==> src/rtl/seven_segment_pkg.sv <==
// Shared definitions for the multiplexed seven-segment driver: glyph table,
// nibble decode helper and FSM state type.
package seven_segment_pkg;

  // Active-high segment patterns, bit6=a .. bit0=g
  localparam logic [6:0] SEG_HEX_0 = 7'h7E;
  localparam logic [6:0] SEG_HEX_1 = 7'h30;
  localparam logic [6:0] SEG_HEX_2 = 7'h6D;
  localparam logic [6:0] SEG_HEX_3 = 7'h79;
  localparam logic [6:0] SEG_HEX_4 = 7'h33;
  localparam logic [6:0] SEG_HEX_5 = 7'h5B;
  localparam logic [6:0] SEG_HEX_6 = 7'h5F;
  localparam logic [6:0] SEG_HEX_7 = 7'h70;
  localparam logic [6:0] SEG_HEX_8 = 7'h7F;
  localparam logic [6:0] SEG_HEX_9 = 7'h7B;
  localparam logic [6:0] SEG_HEX_A = 7'h77;
  localparam logic [6:0] SEG_HEX_B = 7'h1F;
  localparam logic [6:0] SEG_HEX_C = 7'h4E;
  localparam logic [6:0] SEG_HEX_D = 7'h3D;
  localparam logic [6:0] SEG_HEX_E = 7'h4F;
  localparam logic [6:0] SEG_HEX_F = 7'h47;

  typedef enum logic {SHOW, DEAD} state_t;

  function automatic logic [6:0] hex_to_seg(input logic [3:0] nibble);
    case (nibble)
      4'h0:    return SEG_HEX_0;
      4'h1:    return SEG_HEX_1;
      4'h2:    return SEG_HEX_2;
      4'h3:    return SEG_HEX_3;
      4'h4:    return SEG_HEX_4;
      4'h5:    return SEG_HEX_5;
      4'h6:    return SEG_HEX_6;
      4'h7:    return SEG_HEX_7;
      4'h8:    return SEG_HEX_8;
      4'h9:    return SEG_HEX_9;
      4'hA:    return SEG_HEX_A;
      4'hB:    return SEG_HEX_B;
      4'hC:    return SEG_HEX_C;
      4'hD:    return SEG_HEX_D;
      4'hE:    return SEG_HEX_E;
      default: return SEG_HEX_F;
    endcase
  endfunction

endpackage

==> src/rtl/seven_segment_mux_decoder.sv <==
// Combinational hex nibble to active-high seven-segment pattern.
module seg_hex_decoder
  import seven_segment_pkg::*;
(
  input  logic [3:0] i_nibble,
  output logic [6:0] o_seg
);

  always_comb begin
    o_seg = hex_to_seg(i_nibble);
  end

endmodule

==> src/rtl/seven_segment_mux.sv <==
// Time-multiplexed seven-segment driver with double-buffered value, leading-zero
// blanking, configurable polarity and inter-digit dead time.
module seven_segment_mux
  import seven_segment_pkg::*;
#(
  parameter int DIGITS         = 4,
  parameter int REFRESH_DIV    = 1000,
  parameter int DEAD_CYCLES    = 4,
  parameter int SEG_ACTIVE_LOW = 1,
  parameter int AN_ACTIVE_LOW  = 1,
  parameter int BLANK_LEADING  = 1
) (
  input  logic                  clk,
  input  logic                  rst,
  input  logic [4*DIGITS-1:0]   data_in,
  input  logic [DIGITS-1:0]     dp_in,
  input  logic                  load,
  output logic [6:0]            seg,
  output logic                  dp,
  output logic [DIGITS-1:0]     anode,
  output logic                  frame_done
);

  localparam int CNT_MAX = (REFRESH_DIV > DEAD_CYCLES) ? REFRESH_DIV :
                           ((DEAD_CYCLES > 1) ? DEAD_CYCLES : 1);
  localparam int CW = (CNT_MAX > 1) ? $clog2(CNT_MAX) : 1;
  localparam int IW = (DIGITS > 1) ? $clog2(DIGITS) : 1;

  localparam logic [CW-1:0]     RD_LAST   = CW'(REFRESH_DIV - 1);
  localparam logic [CW-1:0]     DEAD_LAST = CW'((DEAD_CYCLES > 0) ? DEAD_CYCLES - 1 : 0);
  localparam logic [IW-1:0]     IDX_LAST  = IW'(DIGITS - 1);
  localparam logic [DIGITS-1:0] AN_OFF    = {DIGITS{AN_ACTIVE_LOW != 0}};
  localparam logic [6:0]        SEG_OFF   = {7{SEG_ACTIVE_LOW != 0}};
  localparam logic              DP_OFF    = (SEG_ACTIVE_LOW != 0);

  state_t                r_state;
  logic [CW-1:0]         r_cnt;
  logic [IW-1:0]         r_idx;
  logic                  r_run;
  logic                  r_wrap;
  logic [4*DIGITS-1:0]   r_pend_data;
  logic [DIGITS-1:0]     r_pend_dp;
  logic [4*DIGITS-1:0]   r_act_data;
  logic [DIGITS-1:0]     r_act_dp;

  logic [3:0]            w_nib;
  logic [6:0]            w_dec;
  logic [6:0]            w_seg_hi;
  logic                  w_blank;
  logic                  w_dp_lit;
  logic                  w_zero_run;
  logic                  w_advance;
  logic                  w_lit;
  logic [DIGITS-1:0]     w_onehot;

  // Walk from the MSD down so the all-zero run above each digit is known
  // when that digit is the selected one.
  always_comb begin
    w_nib      = '0;
    w_dp_lit   = 1'b0;
    w_blank    = 1'b0;
    w_zero_run = 1'b1;
    for (int unsigned j = DIGITS; j > 0; j--) begin
      w_zero_run = w_zero_run && (r_act_data[4*(j-1) +: 4] == 4'h0);
      if (IW'(j - 1) == r_idx) begin
        w_nib    = r_act_data[4*(j-1) +: 4];
        w_dp_lit = r_act_dp[j-1];
        w_blank  = (BLANK_LEADING != 0) && (j > 1) && w_zero_run;
      end
    end
  end

  seg_hex_decoder u_dec (
    .i_nibble (w_nib),
    .o_seg    (w_dec)
  );

  always_comb begin
    w_seg_hi  = w_blank ? '0 : w_dec;
    w_onehot  = DIGITS'(1) << r_idx;
    w_lit     = r_run && (r_state == SHOW);
    w_advance = r_run &&
                (((r_state == SHOW) && (r_cnt == RD_LAST) && (DEAD_CYCLES == 0)) ||
                 ((r_state == DEAD) && (r_cnt == DEAD_LAST)));
  end

  // r_run holds the FSM for one cycle after reset so digit 0 reaches the
  // pins on the second edge; outputs always reflect the pre-edge state.
  always_ff @(posedge clk or posedge rst) begin
    if (rst) begin
      r_state     <= SHOW;
      r_cnt       <= '0;
      r_idx       <= '0;
      r_run       <= 1'b0;
      r_wrap      <= 1'b0;
      r_pend_data <= '0;
      r_pend_dp   <= '0;
      r_act_data  <= '0;
      r_act_dp    <= '0;
      anode       <= AN_OFF;
      seg         <= SEG_OFF;
      dp          <= DP_OFF;
      frame_done  <= 1'b0;
    end else begin
      r_run  <= 1'b1;
      r_wrap <= 1'b0;
      if (load) begin
        r_pend_data <= data_in;
        r_pend_dp   <= dp_in;
      end
      if (r_run) begin
        unique case (r_state)
          SHOW: begin
            if (r_cnt == RD_LAST) begin
              r_cnt <= '0;
              if (DEAD_CYCLES != 0) r_state <= DEAD;
            end else begin
              r_cnt <= r_cnt + 1'b1;
            end
          end
          DEAD: begin
            if (r_cnt == DEAD_LAST) begin
              r_cnt   <= '0;
              r_state <= SHOW;
            end else begin
              r_cnt <= r_cnt + 1'b1;
            end
          end
        endcase
      end
      if (w_advance) begin
        if (r_idx == IDX_LAST) begin
          r_idx      <= '0;
          r_act_data <= r_pend_data;
          r_act_dp   <= r_pend_dp;
          r_wrap     <= 1'b1;
        end else begin
          r_idx <= r_idx + 1'b1;
        end
      end
      anode      <= w_lit ? (w_onehot ^ AN_OFF) : AN_OFF;
      seg        <= w_lit ? (w_seg_hi ^ SEG_OFF) : SEG_OFF;
      dp         <= (w_lit && w_dp_lit) ^ DP_OFF;
      frame_done <= r_wrap;
    end
  end

endmodule

==> config.mk <==
export PLATFORM = sky130hd
export DESIGN_NAME = seven_segment_mux
export DESIGN_NICKNAME = d
export VERILOG_FILES = /design/src/rtl/seven_segment_pkg.sv /design/src/rtl/seven_segment_mux_decoder.sv /design/src/rtl/seven_segment_mux.sv
export SDC_FILE = /design/constraint.sdc
export NUM_CORES = 1
export LEC_CHECK = 0
export CAP_MARGIN = 25
export CORE_MARGIN = 5
export CORE_UTILIZATION = 42
export CTS_BUF_LIST = sky130_fd_sc_hd__clkbuf_4 sky130_fd_sc_hd__clkbuf_8
export DETAILED_ROUTE_END_ITERATION = 7
export DONT_BUFFER_PORTS = 1
export PLACE_DENSITY = 0.64
export SLEW_MARGIN = 40
export SYNTH_ARGS = -nofsm -noshare
export SYNTH_HDL_FRONTEND = slang
export SYNTH_SLANG_ARGS = --single-unit
==> constraint.sdc <==
create_clock -name clk -period 3.79 [get_ports clk]
set_clock_uncertainty 0.15 [all_clocks]
set_input_delay 0.9475 -clock clk [delete_from_list [all_inputs] [get_ports clk]]
set_output_delay 0.9475 -clock clk [all_outputs]
set_load 0.05 [all_outputs]
# After elaboration in Yosys (flattened, before gate mapping)
# Memory sizes are Yosys's and may differ from the RTL's.
# Index checks and enable logic that the tools add are counted.
dict set report classes {
  n_addsub 2
  eq_ne 6
  n_shift 1
  mux 24
  bitwise_logic 4
  reduce_logical 11
}
# op count
set op_table {}
lappend op_table {{two-way mux 10 bit} 2}
lappend op_table {{two-way mux 4 bit} 5}
lappend op_table {{one-hot mux 10 bit (2 select lines)} 1}
lappend op_table {{two-way mux 7 bit} 2}
lappend op_table {{zero test 4 bit} 3}
lappend op_table {{two-way mux 1 bit} 12}
lappend op_table {{adder 10 x 1 -> 10 bit (second input constant)} 1}
lappend op_table {{equality test 10 bit (second input constant)} 1}
lappend op_table {{equality test 10 x 2 -> 1 bit (second input constant)} 1}
lappend op_table {{inverter 7 bit} 1}
lappend op_table {{logical AND 1 bit} 6}
lappend op_table {{equality test 2 bit (first input constant)} 2}
lappend op_table {{inverter 4 bit} 1}
lappend op_table {{<< shifter 1 x 2 -> 4 bit (first input constant)} 1}
lappend op_table {{adder 2 x 1 -> 2 bit (second input constant)} 1}
lappend op_table {{equality test 1 x 2 -> 1 bit (first input constant)} 1}
lappend op_table {{equality test 2 bit (second input constant)} 1}
lappend op_table {{zero test 2 bit} 1}
lappend op_table {{two-way mux 2 bit} 1}
lappend op_table {{inverter 1 bit} 2}
lappend op_table {{one-hot mux 1 bit (2 select lines)} 1}
lappend op_table {{AND reduction 2 bit} 1}
dict set report totals {
  register_bits 68
  romBits 112
  inputBits 23
  out_inout_bits 13
  n_memories 1
}
# name depth word_bits read_ports rd_clocked_by_memory_dff wr line_no
set mem_list {}
lappend mem_list {{(name not given)} 16 7 1 0 0 seven_segment_pkg.sv:26} ;# case (nibble)

# Depth between registers and ports, before layout
# Gate-level depths: netlist (run 1).
# An unclocked memory read counts as a cell.
dict set report logic_depth {
  word_depth 9
  mapped_depth 11
  depth_no_buf 10
}

# By module
# From an unflattened synthesis (run 1), not the netlist that was laid out.
dict set report unflattened {
  hier_cells 262
  hier_area_um2 3250.6
}
# mod n_inst cells_each area_per_inst_um2 seq_area_each_um2
set by_module_without_submodules {}
lappend by_module_without_submodules {seven_segment_mux 1 229 2960.3 1716.6}
lappend by_module_without_submodules {seg_hex_decoder 1 33 290.3 0.0}

# Worst setup path after synthesis (run 1)
# OpenSTA, ideal clock, no wires.
dict set report synth_path {
  path_type {register to register}
  startpoint {reg r_idx[0]}
  endpoint {reg seg[3]}
  setup_time_ns 0.082
  arrival_time_ns 2.182
  t_required_ns 3.558
  setup_slack_ns 1.376
  stages_incl_launch_ff 12
  n_path_buf 1
  period_less_slack_ns 2.414
  path_cell_list {dfrtp_1 inv_1 ha_1 buf_4 nor2b_1 a221oi_1 o31ai_1 inv_1 ha_1 inv_1 o2111ai_1 o31a_1}
}
dict set report synth_between {
  elab_chain_len 9
  elab_cells_between_ends 16
}
# element line_no
set synth_rtl {}
lappend synth_rtl {{start, declared} seven_segment_mux.sv:38} ;# logic [IW-1:0] r_idx;
lappend synth_rtl {{start signal, assigned} seven_segment_mux.sv:138} ;# r_idx <= r_idx + 1'b1;
lappend synth_rtl {{equality test 2 bit} seven_segment_mux.sv:65} ;# if (IW'(j - 1) == r_idx) begin
lappend synth_rtl {{two-way mux 4 bit (4 in series)} seven_segment_mux.sv:65}
lappend synth_rtl {{memory read (16 x 7 bit)} --}
lappend synth_rtl {{two-way mux 7 bit (*)} seven_segment_mux.sv:79} ;# w_seg_hi = w_blank ? '0 : w_dec;
lappend synth_rtl {{inverter 7 bit (no source line) (*)} --}
lappend synth_rtl {{two-way mux 7 bit (*)} seven_segment_mux.sv:142} ;# seg <= w_lit ? (w_seg_hi ^ SEG_OFF) : SEG_OFF;
lappend synth_rtl {{end signal, assigned} seven_segment_mux.sv:142}
lappend synth_rtl {{end, declared} seven_segment_mux.sv:18} ;# output logic [6:0] seg,
# Mark *: on every way between the ends. The rest lies on a longest branch, timed or not.
# A chain may end at the register's enable or synchronous reset.

# Final worst setup path (run 1)
# Same ends and word-level chain as after synthesis.

==> run metrics, run 1 <==
Die H 97.7 µm; Die Area 9550 µm²; vias per cell 5.19; Row Count 32; Fin. Hold Viols 0; Worst Hold Depth 0; Top delay family on crit path compound AO/OA/AOI/OAI gates; post-DP HPWL 4190 µm; core area 7610 µm²; CTS clk-pin slew, worst paths 70 ps; I/O pins 36; Power, Total 1650 µW; startpoint of the worst hold path r_wrap; Diodes inserted 0; Period minus WS final 2830 ps; DR vias 1890; most common cell in the netlist dfrtp_1; fmax 353 MHz; Primary FF master, synth dfrtp_1; vias in the first global route 1938; fillers 713; Setup Crit Path Kind flop to flop; worst-skew pair later-pin latency 350 ps; final setup TNS 0 ps; max-slew violation count 0; largest family of logic cells by synthesized area multiplexers; CP max FO 9; VDD IR max 0.000410 V; mapped cell area 3230 µm²; status complete, no violations; 1st-pass router iterations 4; worst reg2reg path depth 10; # hold bufs at CTS 0; Clock Sinks 68; initial antenna violation count 0; number of buffers and inverters on the critical path 3; top cell type's share of synthesized area 43.4%; Initial DRC Count 63; CTS root buffer clkbuf_8; Cells after Synth 253; Worst EP arrival 2950 ps; Die Wd 97.7 µm; port bufs 0; Num CTS Buffers 9; Warnings, synthesis 0; CTS tree done; worst path cell trace inv_1 -> ha_1 -> nor2b_1 -> a221oi_1 -> o31ai_1 -> inv_1 -> ha_1 -> inv_1 -> o2111ai_1 -> o31a_1; WL final 5720 µm; Layout Area Growth over Synthesis 9.95%; slowest CP cell o31ai_1; xor/xnor cell area share of the yosys netlist 1.63%; sink of the worst hold path frame_done; first-pass GRT wire length 9600 µm; grt total ovfl 0; Storage cell area 1720 µm²; Pleak 0.00160 µW; crit end category flop; Compound-Gate Fraction of Synth Area 8.91%; Hold Path Class flop to flop; slew margin rel. 47.9%; Setup violations, final 0; Post-synth EDFFs 0; startpoint types flop; part of the cycle the worst path needs 74.7%; mux share of post-synthesis cell area 18.7%; max-capacitance violation count 0; Synth Area in Simple Gates 10.1%; Antenna Nets Post-Route 0; Tightest Pin Transition 775 ps; postcts setup bufs 0; top cells by area, synth dfrtp_1 (43%), dfstp_2 (9.8%), mux2_4 (8.8%); Post-Synth Adder-Cell Area 4.26%; syn_nets 287; Worst R2R Start r_idx[0]; Post-CTS Resized 0; list of most frequent post-synthesis cells dfrtp_1 (56), mux2_2 (22), nand2_1 (20), mux2_4 (19), nor2_1 (15); RSZ-0062 raised after global routing false; # DRC 0; Async SR Flop Fraction 100%; Critical Path RT 3910 ps; post-synth cell types 47; # nets final 291; reg2reg setup slack 960 ps; most used cell, CP inv_1; share of post-route cells with drive strength above 1 30.2%; sequential area share after synthesis 53.1%; reg2reg end seg[3]; H-tree levels 3; pwr dens 465 nW/µm²; footprint of the multi-input gates 1410 µm²; global-route usage over all layers 12.7%; Synth area leader dfrtp_1; Post-Syn Area per Cell 12.8 µm²; gp weighted congestion 0.886; Initial Utilization 42.5%; largest net degree at the start of global routing 50; routed len/inst 15.7 µm; Clock Path Buffers 2; critical path's largest stage delay 690 ps; #FFs+latches synth 68
==> registers in the layout (all words and copies together) (netlist names) <==
register and flops:
r_run 1, seg 7, r_wrap 1, r_act_dp 4, r_idx 2, frame_done 1, r_pend_dp 4, r_act_data 16
dp 1, anode 4, r_state 1, r_pend_data 16, r_cnt 10
==> cell usage in the layout, fill, tap and decap left out, drive strengths merged, types with 3 or more instances in the layout <==
cell type,Yosys,final
o221ai,5,5
inv,12,12
o31ai,3,3
mux2,41,41
mux2i,7,7
dfrtp,56,56
or3,3,3
nor2b,4,4
nand2,22,22
nor4,3,3
nand4,5,5
clkbuf,4,11
o21ai,6,6
ha,11,11
xnor2,4,4
o22ai,3,3
dfstp,12,12
nor2,15,15
nor3,4,4
a21oi,4,4
==> how the worst max path moves through the flow <==
stage / startpoint / end / slack, ps / cells after the start
2_1_floorplan: rst / frame_done / 1000 / 1
3_3_place_gp: r_idx[0] / seg[3] / 1200 / 10
3_5_place_dp: r_idx[0] / seg[3] / 1020 / 10
4_1_cts: r_idx[0] / seg[3] / 980 / 10
5_1_grt: r_idx[0] / seg[3] / 760 / 10
6_report: r_idx[0] / seg[3] / 960 / 10
==> power breakdown <==
group	leakage, µW	switching (µW)	internal, µW
Sequential	0.000852	78.0	779
Clock	0.000112	288	407
Combinational	0.000632	48.1	51.8
Total	0.00160	414	1240
==> layer usage <==
layer	GRT usage [%]	vias up	wire, µm
li1	-	919	-
met1	16.9	921	2760
met2	18.5	41	2580
met3	5.81	9	312
met4	3.94	0	73
met5	0	-	0
==> metrics by stage <==
stage | area (µm²) | hold WS [ps] | setup slack [ps] | util (%) | std cells
after global placement | 3310 | 181 | 1200 | 43.6 | 348
after floorplan | 3230 | 181 | 1000 | - | 253
final | 3550 | 192 | 960 | 46.7 | 364
after detailed placement | 3320 | 186 | 1020 | 43.6 | 348
after CTS | 3550 | 196 | 982 | 46.7 | 364
after global routing | 3550 | 208 | 762 | 46.7 | 364
==> final cells by class <==
| class | instances | share of cell area [%] |
|---|---|---|
| flip-flops and latches | 68 | 48.3 |
| inverters | 12 | 1.34 |
| repair buffers | 2 | 0.423 |
| clock buffers | 11 | 4.26 |
| clock inverters | 5 | 2.36 |
| well taps | 102 | 3.59 |
| multi-input cells | 164 | 39.7 |
==> cell families after synthesis <==
| group | count (synthesis) |
|---|---|
| adder cells (fa/ha/maj) | 11 |
| multiplexers | 48 |
| buffers and inverters | 21 |
| AND/OR/NAND/NOR | 63 |
| AO/OA/AOI/OAI | 35 |
| XOR/XNOR | 6 |
| flip-flops | 68 |
| other | 1 |
Note: power is estimated with default switching activity, not from simulation.
==> run 2: changes to the inputs <==
==> constraint.sdc (replaced) <==
create_clock -name clk -period 2.81 [get_ports clk]
set_clock_uncertainty 0.15 [all_clocks]
set_input_delay 0.7025 -clock clk [delete_from_list [all_inputs] [get_ports clk]]
set_output_delay 0.7025 -clock clk [all_outputs]
set_load 0.05 [all_outputs]
==> run 2 against run 1 <==
Clock power grew 18%. Power grew 28%. First-iteration DRC count grew 1.6%. Utilization is essentially flat. Sequential share of layout area is essentially flat. Highest routed layer unchanged. Worst hold slack lost 39 ps. Register-to-register slack lost 780 ps. Global-route usage grew 0.46 points. Combinational power grew 37%. Cell area is essentially flat. Sequential power grew 35%.
==> run metrics, run 2 (synthesis results as in run 1) <==
I/O pins 36 (unchanged); Layout Area Growth over Synthesis 9.88% (was 9.95%); status complete, no violations (unchanged); post-DP HPWL 4250 µm (was 4190 µm); postcts setup bufs 0 (unchanged); Switching Share 25.0% (was 25.1%); Hold Path Class input port to asynchronous set/reset pin (was flop to flop); commonest non-fill, non-tap cell in the layout dfrtp_1 (unchanged); global-route usage over all layers 13.1% (was 12.7%); CP max FO 9 (unchanged); Worst EP arrival 2750 ps (was 2950 ps); vias per cell 5.27 (was 5.19); CTS root buffer clkbuf_8 (unchanged); fin util 46.7% (about the same); Antenna Nets Post-Route 0 (unchanged); reg2reg setup slack 180 ps (was 960 ps); Row Count 32 (unchanged); Power, Total 2120 µW (was 1650 µW); largest net degree at the start of global routing 69 (was 50); Setup violations, final 0 (unchanged); CTS clk-pin slew, worst paths 80 ps (was 70 ps); Clock Sinks 68 (unchanged); max-slew violation count 0 (unchanged); core area 7610 µm² (unchanged); final setup TNS 0 ps (unchanged); crit end category flop (unchanged); first-pass GRT wire length 10100 µm (was 9600 µm); Die Wd 97.7 µm (unchanged); Die Area 9550 µm² (unchanged); part of the cycle the worst path needs 93.7% (was 74.7%); worst reg2reg path depth 9 (was 10); pwr dens 596 nW/µm² (was 465 nW/µm²); Die H 97.7 µm (unchanged); # nets final 292 (was 291); CTS tree done (unchanged); fmax 380 MHz (was 353 MHz); Pleak 0.00160 µW (about the same); vias in the first global route 2023 (was 1938); Critical Path RT 2920 ps (was 3910 ps); Setup Crit Path Kind flop to flop (unchanged); Clock Path Buffers 2 (unchanged); Fin. Hold Viols 0 (unchanged); Post-CTS Resized 0 (unchanged); routed len/inst 15.9 µm (was 15.7 µm); reg2reg end seg[6] (was seg[3]); sequential share of power 54.7% (was 51.9%); WL final 5820 µm (was 5720 µm); grt total ovfl 0 (unchanged); startpoint types flop (unchanged); Num CTS Buffers 9 (unchanged); # DRC 0 (unchanged); commonest cells after routing, fill and taps aside dfrtp_1 (56), mux2_2 (22), nand2_1 (20) (unchanged); worst-skew pair later-pin latency 350 ps (about the same); combinational share of power 6.5% (was 6.0%); VDD IR max 0.000343 V (was 0.000410 V); gp weighted congestion 0.852 (was 0.886); fin worst setup slack 177 ps (was 960 ps); max-capacitance violation count 0 (unchanged); 1st-pass router iterations 4 (unchanged); Clock power frac 38.8% (was 42.1%); DR vias 1924 (was 1890); port bufs 0 (unchanged); Int Power 1590 µW (was 1240 µW); Largest regs r_act_data: 16 flops, r_pend_data: 16 flops, r_cnt: 10 flops (unchanged); RSZ-0062 raised after global routing false (unchanged); # hold bufs at CTS 0 (unchanged); Initial DRC Count 64 (was 63); hold_ws 153 ps (was 192 ps); Diodes inserted 0 (unchanged); share of post-route cells with drive strength above 1 31.2% (was 30.2%); H-tree levels 3 (unchanged); Initial Utilization 42.5% (unchanged); Post-Place Setup Slack 54.9 ps (was 1020 ps); Worst R2R Start r_idx[0] (unchanged); fillers 726 (was 713); initial antenna violation count 0 (unchanged); Period minus WS final 2630 ps (was 2830 ps); P_sw 530 µW (was 414 µW)
-- run 2: cell types whose count changed in the layout (fill, tap and decap cells not counted), sizes merged --
cell      previous run  this run
clkinv               1         2
clkbuf              11        12
buf                  2         3
clkinvlp             2         1
bufinv               2         1
-- run 2: critical path, cell delays in order, from the launching register on --
cell      delay, ps
dfrtp_1         420
inv_1           110
ha_1            360
nor2b_1         110
a221oi_1        320
o31ai_2         170
ha_1            270
or3_1           380
o22ai_1         140
a22oi_1         120
-- run 2: worst max path at each step --
stage	slack, ps	depth (start not counted)	endpoint	start
detailed placement	50	10	seg[3]	r_idx[0]
global route	20	9	seg[6]	r_idx[0]
finish	180	9	seg[6]	r_idx[0]
global placement	200	9	seg[6]	r_idx[0]
floorplan	270	1	frame_done	rst
CTS	40	10	seg[3]	r_idx[0]
-- run 2: layer usage --
layer	up-vias	track usage (%)	routed length, µm
li1	918	-	-
met1	949	17.4	2770
met2	49	19.6	2670
met3	8	4.59	293
met4	0	5.43	84
met5	-	0	0
-- run 2: area by class of cell --
cell class | count | area (µm²) | area share (%)
Multi-Input combinational cell | 164 | 1420 | 40.0
Timing Repair Buffer | 3 | 35.0 | 0.987
Sequential cell | 68 | 1720 | 48.4
Clock inverter | 4 | 47.5 | 1.34
Clock buffer | 12 | 159 | 4.48
Inverter | 12 | 45.0 | 1.27
Tap cell | 102 | 128 | 3.60
-- run 2: power groups by stage --
| stage | Clock, µW | Sequential [µW] | Combinational, µW |
|---|---|---|---|
| after floorplan | 0 | 1150 | 123 |
| after global placement | 0 | 1170 | 134 |
| after detailed placement | 0 | 1180 | 140 |
| after CTS | 841 | 1160 | 140 |
| after global routing | 892 | 1170 | 161 |
| final | 822 | 1160 | 137 |
-- run 2: metrics by stage --
| stage | cells | instance area (µm²) |
|---|---|---|
| 6_report | 365 | 3550 |
| 5_1_grt | 365 | 3550 |
| 4_1_cts | 365 | 3540 |
| 3_5_place_dp | 349 | 3330 |
| 3_3_place_gp | 349 | 3330 |
| 2_1_floorplan | 253 | 3230 |
